[src/rtl/ff_lib_pkg.sv]
// Shared flip-flop library definitions: universal register mode encoding.
// Controllers driving mode_in import this package so both sides agree on the codes.
package ff_lib_pkg;

    typedef enum logic [2:0] {
        UREG_HOLD = 3'b000,
        UREG_LOAD = 3'b001,
        UREG_SET  = 3'b010,
        UREG_CLR  = 3'b011,
        UREG_SHL  = 3'b100,
        UREG_SHR  = 3'b101,
        UREG_INC  = 3'b110,
        UREG_DEC  = 3'b111
    } ureg_mode_e;

    localparam int unsigned UREG_MODE_W = 3;

endpackage

[src/rtl/ureg_next.sv]
// Combinational next-state / flag generator for the universal register.
// UREG_ROTATE_EN: shifts rotate through the register instead of taking serial inputs.
module ureg_next
    import ff_lib_pkg::*;
#(
    parameter int unsigned WIDTH = 8
) (
    input  logic [UREG_MODE_W-1:0] mode_in,
    input  logic [WIDTH-1:0]       q_in,
    input  logic                   flag_in,
    input  logic [WIDTH-1:0]       d_in,
    input  logic                   ser_l_in,
    input  logic                   ser_r_in,
    output logic [WIDTH-1:0]       q_nxt_out,
    output logic                   flag_nxt_out
);

    logic [WIDTH:0] w_inc;
    logic [WIDTH:0] w_dec;
    logic           w_shl_bit;
    logic           w_shr_bit;

    // Extra MSB carries the wrap/borrow out of the WIDTH-bit result.
    assign w_inc = {1'b0, q_in} + {{WIDTH{1'b0}}, 1'b1};
    assign w_dec = {1'b0, q_in} - {{WIDTH{1'b0}}, 1'b1};

`ifdef UREG_ROTATE_EN
    assign w_shl_bit = q_in[WIDTH-1];
    assign w_shr_bit = q_in[0];
`else
    assign w_shl_bit = ser_l_in;
    assign w_shr_bit = ser_r_in;
`endif

    always_comb begin
        q_nxt_out    = q_in;
        flag_nxt_out = flag_in;
        case (ureg_mode_e'(mode_in))
            UREG_HOLD: begin
                q_nxt_out    = q_in;
                flag_nxt_out = flag_in;
            end
            UREG_LOAD: begin
                q_nxt_out    = d_in;
                flag_nxt_out = 1'b0;
            end
            UREG_SET: begin
                q_nxt_out    = '1;
                flag_nxt_out = 1'b0;
            end
            UREG_CLR: begin
                q_nxt_out    = '0;
                flag_nxt_out = 1'b0;
            end
            UREG_SHL: begin
                q_nxt_out    = {q_in[WIDTH-2:0], w_shl_bit};
                flag_nxt_out = q_in[WIDTH-1];
            end
            UREG_SHR: begin
                q_nxt_out    = {w_shr_bit, q_in[WIDTH-1:1]};
                flag_nxt_out = q_in[0];
            end
            UREG_INC: begin
                q_nxt_out    = w_inc[WIDTH-1:0];
                flag_nxt_out = w_inc[WIDTH];
            end
            UREG_DEC: begin
                q_nxt_out    = w_dec[WIDTH-1:0];
                flag_nxt_out = w_dec[WIDTH];
            end
            default: begin
                q_nxt_out    = q_in;
                flag_nxt_out = flag_in;
            end
        endcase
    end

endmodule

[src/rtl/ureg_pet_asyn_al_mode.sv]
// Universal register: async active-low reset, clock enable, 3-bit mode select.
// Build option UREG_ROTATE_EN (see ureg_next) turns SHL/SHR into rotates.
module ureg_pet_asyn_al_mode
    import ff_lib_pkg::*;
#(
    parameter int unsigned      WIDTH     = 8,
    parameter logic [WIDTH-1:0] RESET_VAL = '0
) (
    input  logic                   clk,
    input  logic                   reset_al_in,
    input  logic                   en_in,
    input  logic [UREG_MODE_W-1:0] mode_in,
    input  logic [WIDTH-1:0]       d_in,
    input  logic                   ser_l_in,
    input  logic                   ser_r_in,
    output logic [WIDTH-1:0]       q_out,
    output logic                   flag_out,
    output logic                   zero_out
);

    logic [WIDTH-1:0] r_q;
    logic             r_flag;
    logic [WIDTH-1:0] w_q_nxt;
    logic             w_flag_nxt;

    ureg_next #(
        .WIDTH (WIDTH)
    ) u_next (
        .mode_in      (mode_in),
        .q_in         (r_q),
        .flag_in      (r_flag),
        .d_in         (d_in),
        .ser_l_in     (ser_l_in),
        .ser_r_in     (ser_r_in),
        .q_nxt_out    (w_q_nxt),
        .flag_nxt_out (w_flag_nxt)
    );

    always_ff @(posedge clk or negedge reset_al_in) begin
        if (!reset_al_in) begin
            r_q    <= RESET_VAL;
            r_flag <= 1'b0;
        end else if (en_in) begin
            r_q    <= w_q_nxt;
            r_flag <= w_flag_nxt;
        end
    end

    assign q_out    = r_q;
    assign flag_out = r_flag;
    assign zero_out = (r_q == '0);

endmodule

[config.mk]
export PLATFORM = sky130hd
export DESIGN_NAME = ureg_pet_asyn_al_mode
export DESIGN_NICKNAME = d
export VERILOG_FILES = /design/src/rtl/ff_lib_pkg.sv /design/src/rtl/ureg_next.sv /design/src/rtl/ureg_pet_asyn_al_mode.sv
export SDC_FILE = /design/constraint.sdc
export NUM_CORES = 1
export LEC_CHECK = 0
export ABC_CLOCK_PERIOD_IN_PS = 4760
export CAP_MARGIN = 10
export CORE_MARGIN = 5
export CORE_UTILIZATION = 40
export CTS_CLUSTER_SIZE = 20
export DETAILED_ROUTE_END_ITERATION = 12
export GPL_ROUTABILITY_DRIVEN = 0
export PLACE_DENSITY = 0.73
export SYNTH_ARGS = -nofsm -noshare
export SYNTH_HDL_FRONTEND = slang
export SYNTH_HIERARCHICAL = 1
export SYNTH_SLANG_ARGS = --single-unit
[constraint.sdc]
create_clock -name clk -period 4.76 [get_ports clk]
set_input_delay 0.952 -clock clk [delete_from_list [all_inputs] [get_ports clk]]
set_output_delay 0.952 -clock clk [all_outputs]
set_load 0.02 [all_outputs]
Word level (Yosys, flattened, before mapping)
Cells that the tools add are included.
Widths: inputs -> output; s select.
{"block": "word_totals", "ff_bits": 9, "latchBits": 0, "ramBits": 0, "rom_bits": 0, "inputBits": 16, "output_inout_bits": 10, "word_cells": 18, "n_memories": 0}
{"block": "op_classes", "n_addsub": 2, "n_mul": 0, "div_mod_pow": 0, "magnitude_cmp": 0, "eq_ne": 7, "shift": 0, "mux": 2, "n_bitwise": 1, "reduce_logical": 4}
{"op": "$pmux 8 s7", "count": 1}
{"op": "$eq 3x3->1 const B", "count": 4}
{"op": "$add 8x1->9 const B", "count": 1}
{"op": "$sub 8x1->9 const B", "count": 1}
{"op": "$logic_not 8->1", "count": 1}
{"op": "$eq 3x2->1 const B", "count": 2}
{"op": "$pmux 1 s5", "count": 1}
{"op": "$eq 3x1->1 const B", "count": 1}
{"op": "$logic_not 3->1", "count": 1}
{"op": "$reduce_or 3->1", "count": 1}
{"op": "$reduce_and 2->1", "count": 1}
{"op": "$not 1->1", "count": 1}

Longest topological paths before layout
Gate-level depths: netlist (run 1).
{"block": "logic_depth", "ltp_word": 3, "mapped_depth": 8, "depth_no_buf": 8}

Cells and area by module
Netlist (run 1), hierarchy kept.
{"mod": "ureg_next", "n_inst": 1, "cells_each": 120, "area_each_um2": 710.7, "seq_area_each_um2": 0.0}
{"mod": "ureg_pet_asyn_al_mode", "n_inst": 1, "cells_each": 22, "area_each_um2": 350.3, "seq_area_each_um2": 225.2}

Worst setup path after synthesis (run 1)
OpenSTA, ideal clock, no wires.
{"block": "synth_timing", "path_kind": "input to register", "start": "input port mode_in[0]", "end": "register r_q[7] (netlist: q_out[7])", "setup_time_ns": 0.125, "arrival_ns": 2.211, "t_required_ns": 4.635, "setup_slack_ns": 2.424, "stages": 7, "n_path_buf": 3, "path_cell_list": "clkbuf_1 -> buf_2 -> buf_1 -> a21oi_1 -> o22ai_1 -> o311ai_0 -> mux2_2"}
{"block": "synth_between", "elab_cells_between_ends": 11, "classes_between": "eq/ne (7); mux (1); bitwise (1); reduce/logical (2)"}
{"item": "start: declaration", "line_no": "ureg_pet_asyn_al_mode.sv:12", "source": "input logic [UREG_MODE_W-1:0] mode_in,"}
{"item": "$eq 3x3->1, or another cell as far along", "line_no": "ureg_next.sv:38", "source": "case (ureg_mode_e'(mode_in))"}
{"item": "$pmux 8 s7 (*)", "line_no": "ureg_next.sv:38"}
{"item": "via w_q_nxt[7]", "line_no": "ureg_pet_asyn_al_mode.sv:23", "source": "logic [WIDTH-1:0] w_q_nxt;"}
{"item": "end signal: assignment", "line_no": "ureg_pet_asyn_al_mode.sv:44", "source": "r_q <= w_q_nxt;"}
{"item": "end: declaration", "line_no": "ureg_pet_asyn_al_mode.sv:21", "source": "logic [WIDTH-1:0] r_q;"}
The timed path passes the listed nets; every way through them passes the cells marked *.
A chain may end at the register's enable or synchronous reset.

Final worst setup path (run 1)
{"block": "layout_timing", "start": "input port mode_in[0]", "end": "register r_q[4] (netlist: q_out[4])"}
The elaborated chain is that of the path after synthesis.

==> run metrics, run 1 <==
outcome=finished, final reports clean; Die H=61.5 microns; dominant cell type by area after synthesis=dfrtp_1; Critical Path RT=4.91 ns; fin. max-slew vios=0; Rel. slew slack=27.3%; Tot Pwr=0.394 mW; CP Data Arrival Time=3.28 ns; CP Launch Point=mode_in[0]; drt first pass iters=4; Ports=26; first-pass GRT wire length=4640 microns; top cells by area, synth=dfrtp_1, mux2_2, nor2_1; peak supply drop=0.000212 V; Layout Nets=177; Worst Reg2Reg Path Length in Cells=8; Post-Syn Instances=142; initial antenna violation count=0; Pleak=0.507 nW; reg2reg setup slack=2.32 ns; Switch Pwr=0.168 mW; Total GRT Usage=16.0%; yosys warns=6; Final Skew=0.00757 ns; Crit Reg-Reg Startpoint=q_out[1]$_DFFE_PN0P_; clk_lat worst skew=0.26 ns; combinational power share=48.5%; area grow syn2layout=23.9%; Critical Path Stages=7; sequential element share of the synthesized area=21.2%; R2R Path End=q_out[6]$_DFFE_PN0P_; period utilisation layout=65.8%; Clock Tree Buf Depth=2; largest net degree at the start of global routing=36; drt initial violations=61; CP cell instances=clkdlybuf4s50_1, mux2_2, a22oi_1, nor2_1, a21oi_1, nand3_1, mux2_2; vias per inst=6.10; Final Hold Vio Count=0; Yosys cell types=39; number of I/O port buffers=25; most common cell in the netlist=nor2_1; vias=1147; cell-internal power=0.226 mW; crit path time final=3.13 ns; critical path startpoint category=input pin; Synth top area share=21.2%; ys flop type=dfrtp_1; drc violations=0; metal2 WL=1330 microns; Post-synth EDFFs=0; die area=0.00378 sq mm; n_diodes=0; WL met3=221 microns; clock buffer count from CTS=3; setup TNS=0 ns; initial core utilization=42.4%; Die Span X=61.5 microns; post-route ant nets=0; core area=0.00250 sq mm; netlist area before placement=0.00106 sq mm; CTS tree=done; most frequent cells after synthesis=nor2_1, nand2_1, mux2_2; RSZ-0062 raised after global routing=false; Buf/Inv on CP=1; WL met1=1280 microns; critical path class=in -> reg; fin cells=188; H-Tree Depth=1; PostCTS Resize Cnt=0; Worst Tran Pin Value=1.09 ns; placed insts=184; grt ovf=0; CTS clock-pin slew for the worst setup and hold paths=0.06 ns; Mapped Nets=160; Power Dens Cells=300 mW/mm^2; top cell family by delay on the critical path=buffers and inverters; CP peak stage delay=1.19 ns; post-synthesis register bit count=9; routed wire length=2880 microns; syn_area_per_cell=7.47 sq um; Setup crit end kind=register; Worst path most repeated cell=mux2_2; routed len/inst=15.3 microns; hold buffers post-CTS=0; vias in the first global route=1016; hpwl dp=1980 microns; sw frac=42.7%; max cap viols=0; slowest CP cell=clkdlybuf4s50_1; highest achievable clock rate=0.319 GHz; Worst Hold Class=reg -> reg; final setup violation count=0; Sequential Power Share=36.6%; fraction of registers with async set/reset=100%; layout cells sized above 1=10.1%; Min-Delay Path Depth=1; clock network power share=14.9%; top layer in use=met4; crit path max fanout=35; row count=18; Setup Buffers After CTS=0; CTS Sinks=9; worst setup path endpoint=q_out[4]$_DFFE_PN0P_; clk root buf=clkbuf_4
==> final cells by class <==
cell class              instances  area [sq um]
clock buffers                   4          26.3
multi-input cells             116           761
repair buffers                 25           250
flip-flops and latches          9           225
inverters                       4          15.0
well taps                      30          37.5
fillers                       234          1180
==> cell usage in the layout, fill, tap and decap left out, drive strengths merged, types with 4 or more instances in the layout <==
cell type / Yosys / routed
nor2: 19 / 19
clkdlybuf4s50: 0 / 25
mux2: 12 / 12
xnor2: 4 / 4
dfrtp: 9 / 9
nand3: 7 / 7
o21ai: 5 / 5
clkbuf: 8 / 4
nand2: 13 / 13
inv: 4 / 4
a21oi: 10 / 10
==> through the flow <==
| stage | util, % | worst slack, ns | cell area (sq um) | hold slack, ns |
|---|---|---|---|---|
| 3_3_place_gp | 51.6 | 1.43 | 1290 | 0.552 |
| 3_5_place_dp | 51.6 | 1.39 | 1290 | 0.559 |
| 6_report | 52.6 | 1.63 | 1320 | 0.569 |
| 5_1_grt | 52.6 | 1.46 | 1320 | 0.598 |
| 2_1_floorplan | - | 2.42 | 1060 | 0.656 |
| 4_1_cts | 52.6 | 1.66 | 1320 | 0.575 |
==> per-layer routing <==
metal / vias up / track usage [%]
met4: 0 / 8.48
met3: 5 / 1.68
met1: 528 / 22.4
li1: 548 / -
met2: 66 / 23.9
met5: - / 0
==> cells by family (layout without fill, tap and decap cells) <==
family / Yosys count / in the layout / share of synthesized area (%)
AND/OR/NAND/NOR: 60 / 60 / 28.5
adder cells (fa/ha/maj): 2 / 2 / 2.36
flip-flops: 9 / 9 / 21.2
XOR/XNOR: 6 / 6 / 4.95
AO/OA/AOI/OAI: 33 / 33 / 20.3
multiplexers: 15 / 15 / 15.6
buffers and inverters: 17 / 33 / 7.07
==> state kept, by name, summed over array words and instances (netlist names) <==
signal / cells
q_out: 8
flag_out: 1
==> power by group through the flow <==
stage,clock network [mW],registers [mW],logic [mW]
2_1_floorplan,0,0.138,0.123
5_1_grt,0.0660,0.149,0.207
6_report,0.0587,0.144,0.191
4_1_cts,0.0599,0.144,0.190
3_5_place_dp,0,0.145,0.189
3_3_place_gp,0,0.143,0.186
==> worst min path at each step <==
stage,slack [ns],endpoint,startpoint
floorplan,0.66,flag_out$_DFFE_PN0P_,reset_al_in
global route,0.60,flag_out$_DFFE_PN0P_,flag_out$_DFFE_PN0P_
global placement,0.55,flag_out$_DFFE_PN0P_,flag_out$_DFFE_PN0P_
detailed placement,0.56,flag_out$_DFFE_PN0P_,flag_out$_DFFE_PN0P_
CTS,0.57,flag_out$_DFFE_PN0P_,flag_out$_DFFE_PN0P_
finish,0.57,flag_out$_DFFE_PN0P_,flag_out$_DFFE_PN0P_
==> worst register-to-register path: cells and delay by family, from the launching register on <==
family | cells | cell delay (ns)
adder cells (fa/ha/maj) | 1 | 0.21
buffers and inverters | 1 | 0.16
multiplexers | 2 | 0.40
AO/OA/AOI/OAI | 2 | 0.33
flip-flops | 1 | 0.49
AND/OR/NAND/NOR | 2 | 0.76
Note: power is estimated with default switching activity, not from simulation.
==> run 2, diff against run 1 <==
--- a/config.mk
+++ b/config.mk
@@ -5,7 +5,7 @@
 export SDC_FILE = /design/constraint.sdc
 export NUM_CORES = 1
 export LEC_CHECK = 0
-export ABC_CLOCK_PERIOD_IN_PS = 4760
+export ABC_CLOCK_PERIOD_IN_PS = 3260
 export CAP_MARGIN = 10
 export CORE_MARGIN = 5
 export CORE_UTILIZATION = 40
==> constraint.sdc (replaced) <==
create_clock -name clk -period 3.26 [get_ports clk]
set_input_delay 0.652 -clock clk [delete_from_list [all_inputs] [get_ports clk]]
set_output_delay 0.652 -clock clk [all_outputs]
set_load 0.02 [all_outputs]
==> run 2 against run 1 <==
- clock power up 44%
- via count down 1.7%
- setup slack worse by 1.1 ns
- cell area up 1.7%
- clock-buffer cell count unchanged
- clock skew down 0.0033 ns
- critical path type is now reg -> out
- largest power group unchanged
==> run metrics, run 2 (synthesis gave the netlist of run 1 again) <==
vias in the first global route=1003 (was 1016); max reg flops=8 (unchanged); highest achievable clock rate=0.368 GHz; die area=0.00378 sq mm (unchanged); period utilisation layout=83.3%; Clock Tree Buf Depth=2 (unchanged); grt ovf=0 (unchanged); clk root buf=clkbuf_4 (unchanged); most frequent cells in the layout=clkdlybuf4s50_1, nor2_1, nand2_1 (unchanged); fin cells=191 (was 188); area grow syn2layout=26.1% (was 23.9%); crit path max fanout=14 (was 35); setup TNS=0 ns (unchanged); Worst Tran Pin Value=0.437 ns (was 1.09 ns); Pleak=0.521 nW (was 0.507 nW); Final Skew=0.00430 ns (was 0.00757 ns); CTS tree=done (unchanged); CTS Sinks=9 (unchanged); drt initial violations=55 (was 61); routed wire length=3040 microns (was 2880 microns); H-Tree Depth=1 (unchanged); drc violations=0 (unchanged); Die Span X=61.5 microns (unchanged); post-route ant nets=0 (unchanged); vias=1127 (was 1147); Layout Nets=180 (was 177); hpwl dp=2180 microns (was 1980 microns); Setup crit end kind=output pin (was register); placed insts=187 (was 184); vias per inst=5.90 (was 6.10); critical path class=reg -> out (was in -> reg); Rel. slew slack=70.9% (was 27.3%); row count=18 (unchanged); Total GRT Usage=17.1% (was 16.0%); clk_lat worst skew=0.26 ns (about the same); drt first pass iters=4 (unchanged); Critical Path RT=2.61 ns (was 4.91 ns); RSZ-0062 raised after global routing=false (unchanged); layout cells sized above 1=11.8% (was 10.1%); CTS clock-pin slew for the worst setup and hold paths=0.06 ns (about the same); first-pass GRT wire length=4890 microns (was 4640 microns); clock buffer count from CTS=3 (unchanged); max cap viols=0 (unchanged); peak supply drop=0.000336 V (was 0.000212 V); n_diodes=0 (unchanged); Final Hold Vio Count=0 (unchanged); Finished Core Util=53.5% (was 52.6%); hold buffers post-CTS=0 (unchanged); final setup violation count=0 (unchanged); initial core utilization=42.4% (unchanged); PostCTS Resize Cnt=0 (unchanged); fin. max-slew vios=0 (unchanged); initial antenna violation count=0 (unchanged); WHS=0.567 ns (was 0.569 ns); CP Data Arrival Time=2.06 ns (was 3.28 ns); Setup Buffers After CTS=0 (unchanged); core area=0.00250 sq mm (unchanged); Worst Hold Class=reg -> reg (unchanged); Die H=61.5 microns (unchanged); critical path startpoint category=register (was input pin); routed len/inst=15.9 microns (was 15.3 microns); Tot Pwr=0.580 mW (was 0.394 mW); outcome=finished, final reports clean (unchanged); crit path time final=2.71 ns; Power Dens Cells=434 mW/mm^2 (was 300 mW/mm^2); number of I/O port buffers=25 (unchanged); commonest non-fill, non-tap cell in the layout=clkdlybuf4s50_1 (unchanged); Ports=26 (unchanged); largest net degree at the start of global routing=35 (was 36)
-- run 2: changes by cell type in the layout (fill, tap and decap cells not counted), sizes merged --
cell	delta
buf	+3
-- run 2: layout make-up --
| cell class | instances | area (sq um) |
|---|---|---|
| clock buffers | 4 | 26.3 |
| flip-flops and latches | 9 | 225 |
| inverters | 4 | 15.0 |
| repair buffers | 28 | 273 |
| well taps | 30 | 37.5 |
| multi-input cells | 116 | 761 |
| fillers | 244 | 1160 |
-- run 2: power breakdown --
| part | total [mW] | switching [mW] | leakage, nW | internal [mW] |
|---|---|---|---|---|
| logic | 0.284 | 0.134 | 0.397 | 0.150 |
| clock network | 0.0847 | 0.0376 | 0.0150 | 0.0471 |
| registers | 0.211 | 0.0763 | 0.109 | 0.135 |
-- run 2: through the flow --
step	area, sq um	setup slack, ns
floorplan	1060	1.02
global placement	1310	0.742
detailed placement	1310	0.672
CTS	1340	0.534
global route	1340	0.422
finish	1340	0.546
-- run 2: critical path, stage by stage (launching register included) --
cell and delay [ns]:
dfrtp_1 0.53, or4_1 0.55, nor2_1 0.12, clkdlybuf4s50_1 0.61
-- run 2: final timing paths --
path                                 startpoint                    to  slack (ns)  depth (start not counted)
max                        q_out[6]$_DFFE_PN0P_              zero_out        0.55                          3
min                        flag_out$_DFFE_PN0P_  flag_out$_DFFE_PN0P_        0.57                          1
max reg2reg                q_out[1]$_DFFE_PN0P_  q_out[6]$_DFFE_PN0P_        0.84                          8
min reg2reg                flag_out$_DFFE_PN0P_  flag_out$_DFFE_PN0P_        0.57                          1
max in group asynchronous           reset_al_in  flag_out$_DFFE_PN0P_        2.28                          1
min in group asynchronous           reset_al_in  q_out[2]$_DFFE_PN0P_        0.69                          1
-- run 2: layer usage --
| layer | global-route usage, % | share of wire (%) | up-vias | routed length (microns) |
|---|---|---|---|---|
| met4 | 6.36 | 1.2 | 0 | 37 |
| met3 | 2.10 | 4.5 | 6 | 138 |
| met1 | 25.5 | 47 | 531 | 1430 |
| li1 | - | - | 559 | - |
| met5 | 0 | 0 | - | 0 |
| met2 | 24.8 | 47 | 31 | 1430 |
